--- config.mk ---
export PLATFORM = sky130hd
export DESIGN_NAME = wb_write_arbiter
export DESIGN_NICKNAME = d
export VERILOG_FILES = /design/src/rtl/wb_write_arbiter.sv
export SDC_FILE = /design/constraint.sdc
export NUM_CORES = 1
export LEC_CHECK = 0
export ABC_AREA = 1
export BUFFER_PORTS_ARGS = -buffer_cell sky130_fd_sc_hd__buf_4
export CAP_MARGIN = 15
export CORE_MARGIN = 3
export CORE_UTILIZATION = 49
export DETAILED_ROUTE_END_ITERATION = 10
export GPL_TIMING_DRIVEN = 0
export PLACE_DENSITY_LB_ADDON = 0.15
export SLEW_MARGIN = 10
export SYNTH_ARGS = -nofsm -noshare
export SYNTH_HDL_FRONTEND = slang
export SYNTH_SLANG_ARGS = --single-unit
--- constraint.sdc ---
create_clock -name clk -period 1.95 [get_ports clk]
set_clock_uncertainty 0.05 [all_clocks]
set_input_delay 0.0975 -clock clk [delete_from_list [all_inputs] [get_ports clk]]
set_output_delay 0.0975 -clock clk [all_outputs]
set_load 0.01 [all_outputs]
--- src/rtl/wb_write_arbiter.sv ---
// ============================================================================
// Module : wb_write_arbiter
// Brief  : Shares the register-file write port between write-back and a
//          one-entry auxiliary-result buffer, with starvation-driven stall.
// Rev    : 1.0 - initial release
// ============================================================================
`default_nettype none

module wb_write_arbiter #(
    parameter int STARVE_LIMIT = 4
) (
    input  logic        clk,
    input  logic        rst_n,
    input  logic        wb_write_en_i,
    input  logic [2:0]  wb_write_dest_i,
    input  logic [15:0] wb_write_data_i,
    input  logic        aux_valid_i,
    input  logic [2:0]  aux_dest_i,
    input  logic [15:0] aux_data_i,
    output logic        aux_ready_o,
    output logic        rf_write_en_o,
    output logic [2:0]  rf_write_dest_o,
    output logic [15:0] rf_write_data_o,
    output logic        stall_req_o,
    output logic        aux_pending_o,
    output logic [2:0]  aux_pending_dest_o
);

    typedef enum logic [1:0] {
        IDLE  = 2'd0,
        HOLD  = 2'd1,
        FORCE = 2'd2
    } state_t;

    localparam logic [3:0] LIMIT = 4'(STARVE_LIMIT);

    state_t      state_q, state_d;
    logic [2:0]  buf_dest_q, buf_dest_d;
    logic [15:0] buf_data_q, buf_data_d;
    logic [3:0]  starve_cnt_q, starve_cnt_d;

    logic full;
    logic accept;
    logic commit;

    assign full   = (state_q != IDLE);
    assign accept = aux_valid_i && (state_q == IDLE);
    // Buffer only drains in a cycle the write-back stage leaves the port idle.
    assign commit = full && !wb_write_en_i;

    assign aux_ready_o        = (state_q == IDLE);
    assign stall_req_o        = (state_q == FORCE);
    assign aux_pending_o      = full;
    assign aux_pending_dest_o = full ? buf_dest_q : 3'd0;

    always_comb begin
        rf_write_en_o   = 1'b0;
        rf_write_dest_o = 3'd0;
        rf_write_data_o = 16'd0;
        if (wb_write_en_i) begin
            rf_write_en_o   = 1'b1;
            rf_write_dest_o = wb_write_dest_i;
            rf_write_data_o = wb_write_data_i;
        end else if (full) begin
            rf_write_en_o   = 1'b1;
            rf_write_dest_o = buf_dest_q;
            rf_write_data_o = buf_data_q;
        end
    end

    always_comb begin
        state_d      = state_q;
        buf_dest_d   = buf_dest_q;
        buf_data_d   = buf_data_q;
        starve_cnt_d = starve_cnt_q;
        unique case (state_q)
            IDLE: begin
                if (accept) begin
                    buf_dest_d   = aux_dest_i;
                    buf_data_d   = aux_data_i;
                    starve_cnt_d = 4'd0;
                    state_d      = HOLD;
                end
            end
            HOLD: begin
                if (commit) begin
                    starve_cnt_d = 4'd0;
                    state_d      = IDLE;
                end else begin
                    starve_cnt_d = starve_cnt_q + 4'd1;
                    if (starve_cnt_q + 4'd1 == LIMIT) begin
                        state_d = FORCE;
                    end
                end
            end
            FORCE: begin
                // Lost cycles here are not counted; the stall is already up.
                if (commit) begin
                    starve_cnt_d = 4'd0;
                    state_d      = IDLE;
                end
            end
            default: begin
                state_d      = IDLE;
                starve_cnt_d = 4'd0;
            end
        endcase
    end

    always_ff @(posedge clk or negedge rst_n) begin
        if (!rst_n) begin
            state_q      <= IDLE;
            buf_dest_q   <= 3'd0;
            buf_data_q   <= 16'd0;
            starve_cnt_q <= 4'd0;
        end else begin
            state_q      <= state_d;
            buf_dest_q   <= buf_dest_d;
            buf_data_q   <= buf_data_d;
            starve_cnt_q <= starve_cnt_d;
        end
    end

endmodule

`default_nettype wire
After elaboration in Yosys (flattened, before gate mapping)
Index checks and enable logic that the tools add are counted.
{ "classes": {"add_sub_neg": 1, "eq_ne": 6, "n_mux": 15, "reduce_logical": 8} }
{ "ops": {"columns": ["op", "n"], "rows": [
  ["two-way mux 16 bit", 2],
  ["two-way mux 4 bit", 3],
  ["case mux 4 bit (3 select lines)", 1],
  ["two-way mux 2 bit", 4],
  ["two-way mux 3 bit", 2],
  ["case mux 2 bit (3 select lines)", 1],
  ["adder 4 x 1 -> 4 bit (second input constant)", 1],
  ["== test 4 x 3 -> 1 bit (second input constant)", 1],
  ["inequality test 2 x 1 -> 1 bit (second input constant)", 2],
  ["AND reduction 2 bit", 2],
  ["inequality test 3 bit (second input constant)", 1],
  ["AND reduction 3 bit", 1],
  ["== test 2 x 1 -> 1 bit (second input constant)", 1],
  ["== test 2 bit (second input constant)", 1],
  ["logical AND 1 bit", 2],
  ["logical NOT 2 bit", 1],
  ["two-way mux 1 bit", 2],
  ["nonzero test 2 bit", 1],
  ["logical NOT 1 bit", 1]
]} }
{ "word_totals": {"register_bits": 25, "elab_cells": 34} }

Depth between registers and ports, before layout
{ "depth": {"depth_word": 5, "mapped_depth": 8, "ltp_nobuf": 8} }

Worst setup path before layout
Ideal clock, no wire load.
{ "synth_timing": {"path_type": "flip-flop to output port", "startpoint": "reg state_q[1]", "endpoint": "out rf_write_data_o[0]", "arrival_time_ps": 1010, "setup_slack_ps": 792, "stages_incl_launch_ff": 7, "path_buffers": 1, "path_cell_list": "dfrtp_1 inv_2 nand2_4 nand2_4 inv_4 buf_6 a22o_1"} }
{ "synth_between": {"elab_chain_len": 3} }
{ "synth_lines": {"columns": ["element", "line", "text"], "rows": [
  ["start, declared", "37", "state_t state_q, state_d;"],
  ["start signal, assigned", "117", "state_q <= state_d;"],
  ["nonzero test 2 bit", "46", "assign full = (state_q != IDLE);"],
  ["via aux_pending_o", "25", "output logic aux_pending_o,"],
  ["two-way mux 16 bit", "64", "end else if (full) begin"],
  ["two-way mux 16 bit", "60", "if (wb_write_en_i) begin"],
  ["end, declared", "23", "output logic [15:0] rf_write_data_o,"]
]} }
The timed path passes the listed nets, and every way through them passes these cells.

Final worst setup path
{ "layout_timing": {"startpoint": "reg state_q[1]", "endpoint": "out rf_write_data_o[14]"} }
{ "layout_between": {"elab_chain_len": 3} }
{ "layout_lines": {"columns": ["element", "line"], "rows": [
  ["nonzero test 2 bit", "46"],
  ["two-way mux 16 bit", "64"],
  ["two-way mux 16 bit", "60"]
]} }
No other way between the ends.

==> results.toml <==
[floorplanning]
rows = 18
core_area_mm2 = 0.00257
ios = 68
design.die.area_mm2 = 0.00345
dieWidth_um = 58.7
start_util_pct = 53.1
fp.dieH_um = 58.7

[clock_tree]
clock_latency_ns = 0.32
cts_sinks = 25
cts_tree = "yes"
clockRootBuffer = "clkbuf_4"
cts_buffer_depth = 2
cts_buffers = 3
postCtsSetupRepairBufs = 0
clk_pin_slew_ns = 0.14
h-tree-depth = 1

[grt]
grt_usage_pct = 25.0
gr-usage-met1_pct = 30.1
grt_pass1_wl_um = 6530
met2_usage_pct = 43.1
gr-max-usage-layer = "met2"
grt_pass1_vias = 1512
overflow = 0
antenna_found_initial = 0
grtUsageMet3_pct = 4.39
grt_max_degree = 26

[timing]
timing.fmax_mhz = 576
post-route-period-util_pct = 89.0
rsz0062_at_grt = "no"
drv_slew = 0
period_needed_ns = 1.73
tns_ns = 0
finalSetupViolCount = 0
worst_pin_slew_ns = 0.481
maxSlewHeadroom_pct = 68.0
hold_violations = 0
worst_slack_ns = 0.215

[final_layout]
diodes = 0
fin_nets = 295
final_cell_count_no_fill = 280
layout-drive-gt1-share_pct = 35.6
final_core_util_pct = 82.8
fillers = 163
syn_to_final_growth_pct = 56.0

[place]
port_buffers = 66
dp_cells = 256
post-dp-hpwl_um = 2810
place_congestion = 0.738
pre_cts_slack_ns = 0.631

[job]
cap_violations = 0

[worst_setup_path]
critPathLaunchType = "register"
cp_num_buf_inv = 4
crit_top_cell = "nand2_4"
arrival_ns = 1.59
endpoint_kind = "primary output"
crit_chain = "inv_2 > nand2_4 > nand2_4 > inv_4 > buf_6 > a22o_1 > buf_4"
slowest_stage = "dfrtp_1"
cp_max_fo = 10
worstPathRequired_ns = 1.80
crit_type = "register to primary output"
rrSetupSlack_ns = 0.69
crit_path_max_incr_delay_ns = 0.45
crit_family = "flip-flops"

[detailed_routing]
drtPass1Iterations = 5
wl_um = 4150
drc_errors = 0
vias_per_cell = 5.36
first_iter_violations = 72
wl_per_cell_um = 14.8
ant_nets = 0
vias = 1501

[logic_synthesis]
ys_types = 20
syn_inst = 160
syn_nets = 204
synth_edf_count = 0
synth_warnings = 0
syn_avg_cell_area_um2 = 8.52
synth_area_leaders = "dfrtp_1 (46%), nand2_1 (14%), a22o_1 (11%)"
synth_common_cells = "nand2_1 (50), dfrtp_1 (25), nand3_1 (20)"
synth_top_area_share_pct = 45.9
synthesis.area_mm2 = 0.00136
yosysTopAreaCell = "dfrtp_1"
synth-main-ff-cell = "dfrtp_1"
ys_seq_area_share_pct = 45.9
synth_seq_cells = 25
yosysMostFrequentCell = "nand2_1"
async_reset_ff_share_pct = 100

[power]
peakVddDrop_uv = 932
p_leak_uw = 0.00116
p_per_area_mw_per_mm2 = 1090
fin_total_pwr_uw = 2320

[outcome]
status = "complete, no violations"

[worst_hold_path]
hold_class = "primary input to register"
==> cells by family after synthesis <==
family                   count (synthesis)  synth area share [%]
buffers and inverters                   24                  9.73
flip-flops                              25                  45.9
AO/OA/AOI/OAI                           24                  13.7
adder cells (fa/ha/maj)                  2                  1.84
AND/OR/NAND/NOR                         85                  28.8
==> per-stage QoR <==
| step | instance area, um2 | hold slack, ns |
|---|---|---|
| 2_1_floorplan | 1360 | -0.248 |
| 3_3_place_gp | 1900 | -0.0377 |
| 3_5_place_dp | 1900 | -0.0384 |
| 4_1_cts | 2130 | 0.00328 |
| 5_1_grt | 2130 | 0.0194 |
| 6_report | 2130 | 0.00763 |
==> worst paths after layout <==
path                                     from             endpoint  cells after the start
worst max-delay path               state_q[1]  rf_write_data_o[14]                      7
min in group asynchronous               rst_n       buf_data_q[14]                      2
max in group asynchronous               rst_n       buf_data_q[12]                      2
worst min register to register  buf_data_q[7]        buf_data_q[7]                      2
worst max register to register     state_q[1]           state_q[1]                      6
worst min-delay path            wb_write_en_i           state_q[1]                      3
==> per-layer routing <==
metal  vias up  routed length [um]
met3        10                 381
li1        712                   -
met1       699                1550
met4         0                 104
met5         -                   0
met2        80                2110
==> placed cells by master (no fill, tap or decap) <==
| cell type | n |
|---|---|
| a22o_1 | 17 |
| o22ai_1 | 2 |
| nor3_2 | 1 |
| nand4_1 | 2 |
| nand2_4 | 3 |
| dfrtp_1 | 25 |
| o21ai_1 | 2 |
| inv_1 | 10 |
| clkinvlp_4 | 1 |
| buf_2 | 3 |
| nor2_4 | 2 |
| buf_4 | 67 |
| buf_1 | 1 |
| nor2_1 | 7 |
| buf_6 | 4 |
| inv_4 | 2 |
| inv_2 | 3 |
| dlygate4sd3_1 | 20 |
| a21oi_1 | 3 |
| nand2_1 | 50 |
| ha_1 | 2 |
| clkbuf_4 | 3 |
| nand3_1 | 20 |
==> cell type report <==
cell class                      count  area (um2)  share of cell area [%]
Buffer                              9        71.3                    3.35
Clock buffer                        3        22.5                    1.06
Clock inverter                      1        7.51                   0.353
Inverter                           15        61.3                    2.88
Multi-Input combinational cell    111         604                    28.4
Sequential cell                    25         626                    29.4
Tap cell                           30        37.5                    1.77
Timing Repair Buffer               86         696                    32.7
==> worst register-to-register path, cell delays in order, from the launching register on <==
cell	delay (ns)
dfrtp_1	0.45
inv_2	0.10
nand2_4	0.08
o21ai_1	0.22
inv_1	0.12
nand4_1	0.09
nand2_1	0.06
==> sequential cells by signal (all words and copies together) (netlist names) <==
name and flops:
buf_data_q 16, starve_cnt_q 4, buf_dest_q 3, state_q 2
==> report_power, final <==
part / switching (uW) / leakage [uW] / internal, uW
Sequential: 140 / 0.000310 / 734
Clock: 168 / 0.0000139 / 78.6
Combinational: 651 / 0.000832 / 554
Total: 958 / 0.00116 / 1370
==> repair_timing <==
item	in CTS	in global routing
resized for setup	0	0
hold endpoints to repair	44	0
hold buffers	20	0
No activity file was read; power rests on OpenSTA's default activity.
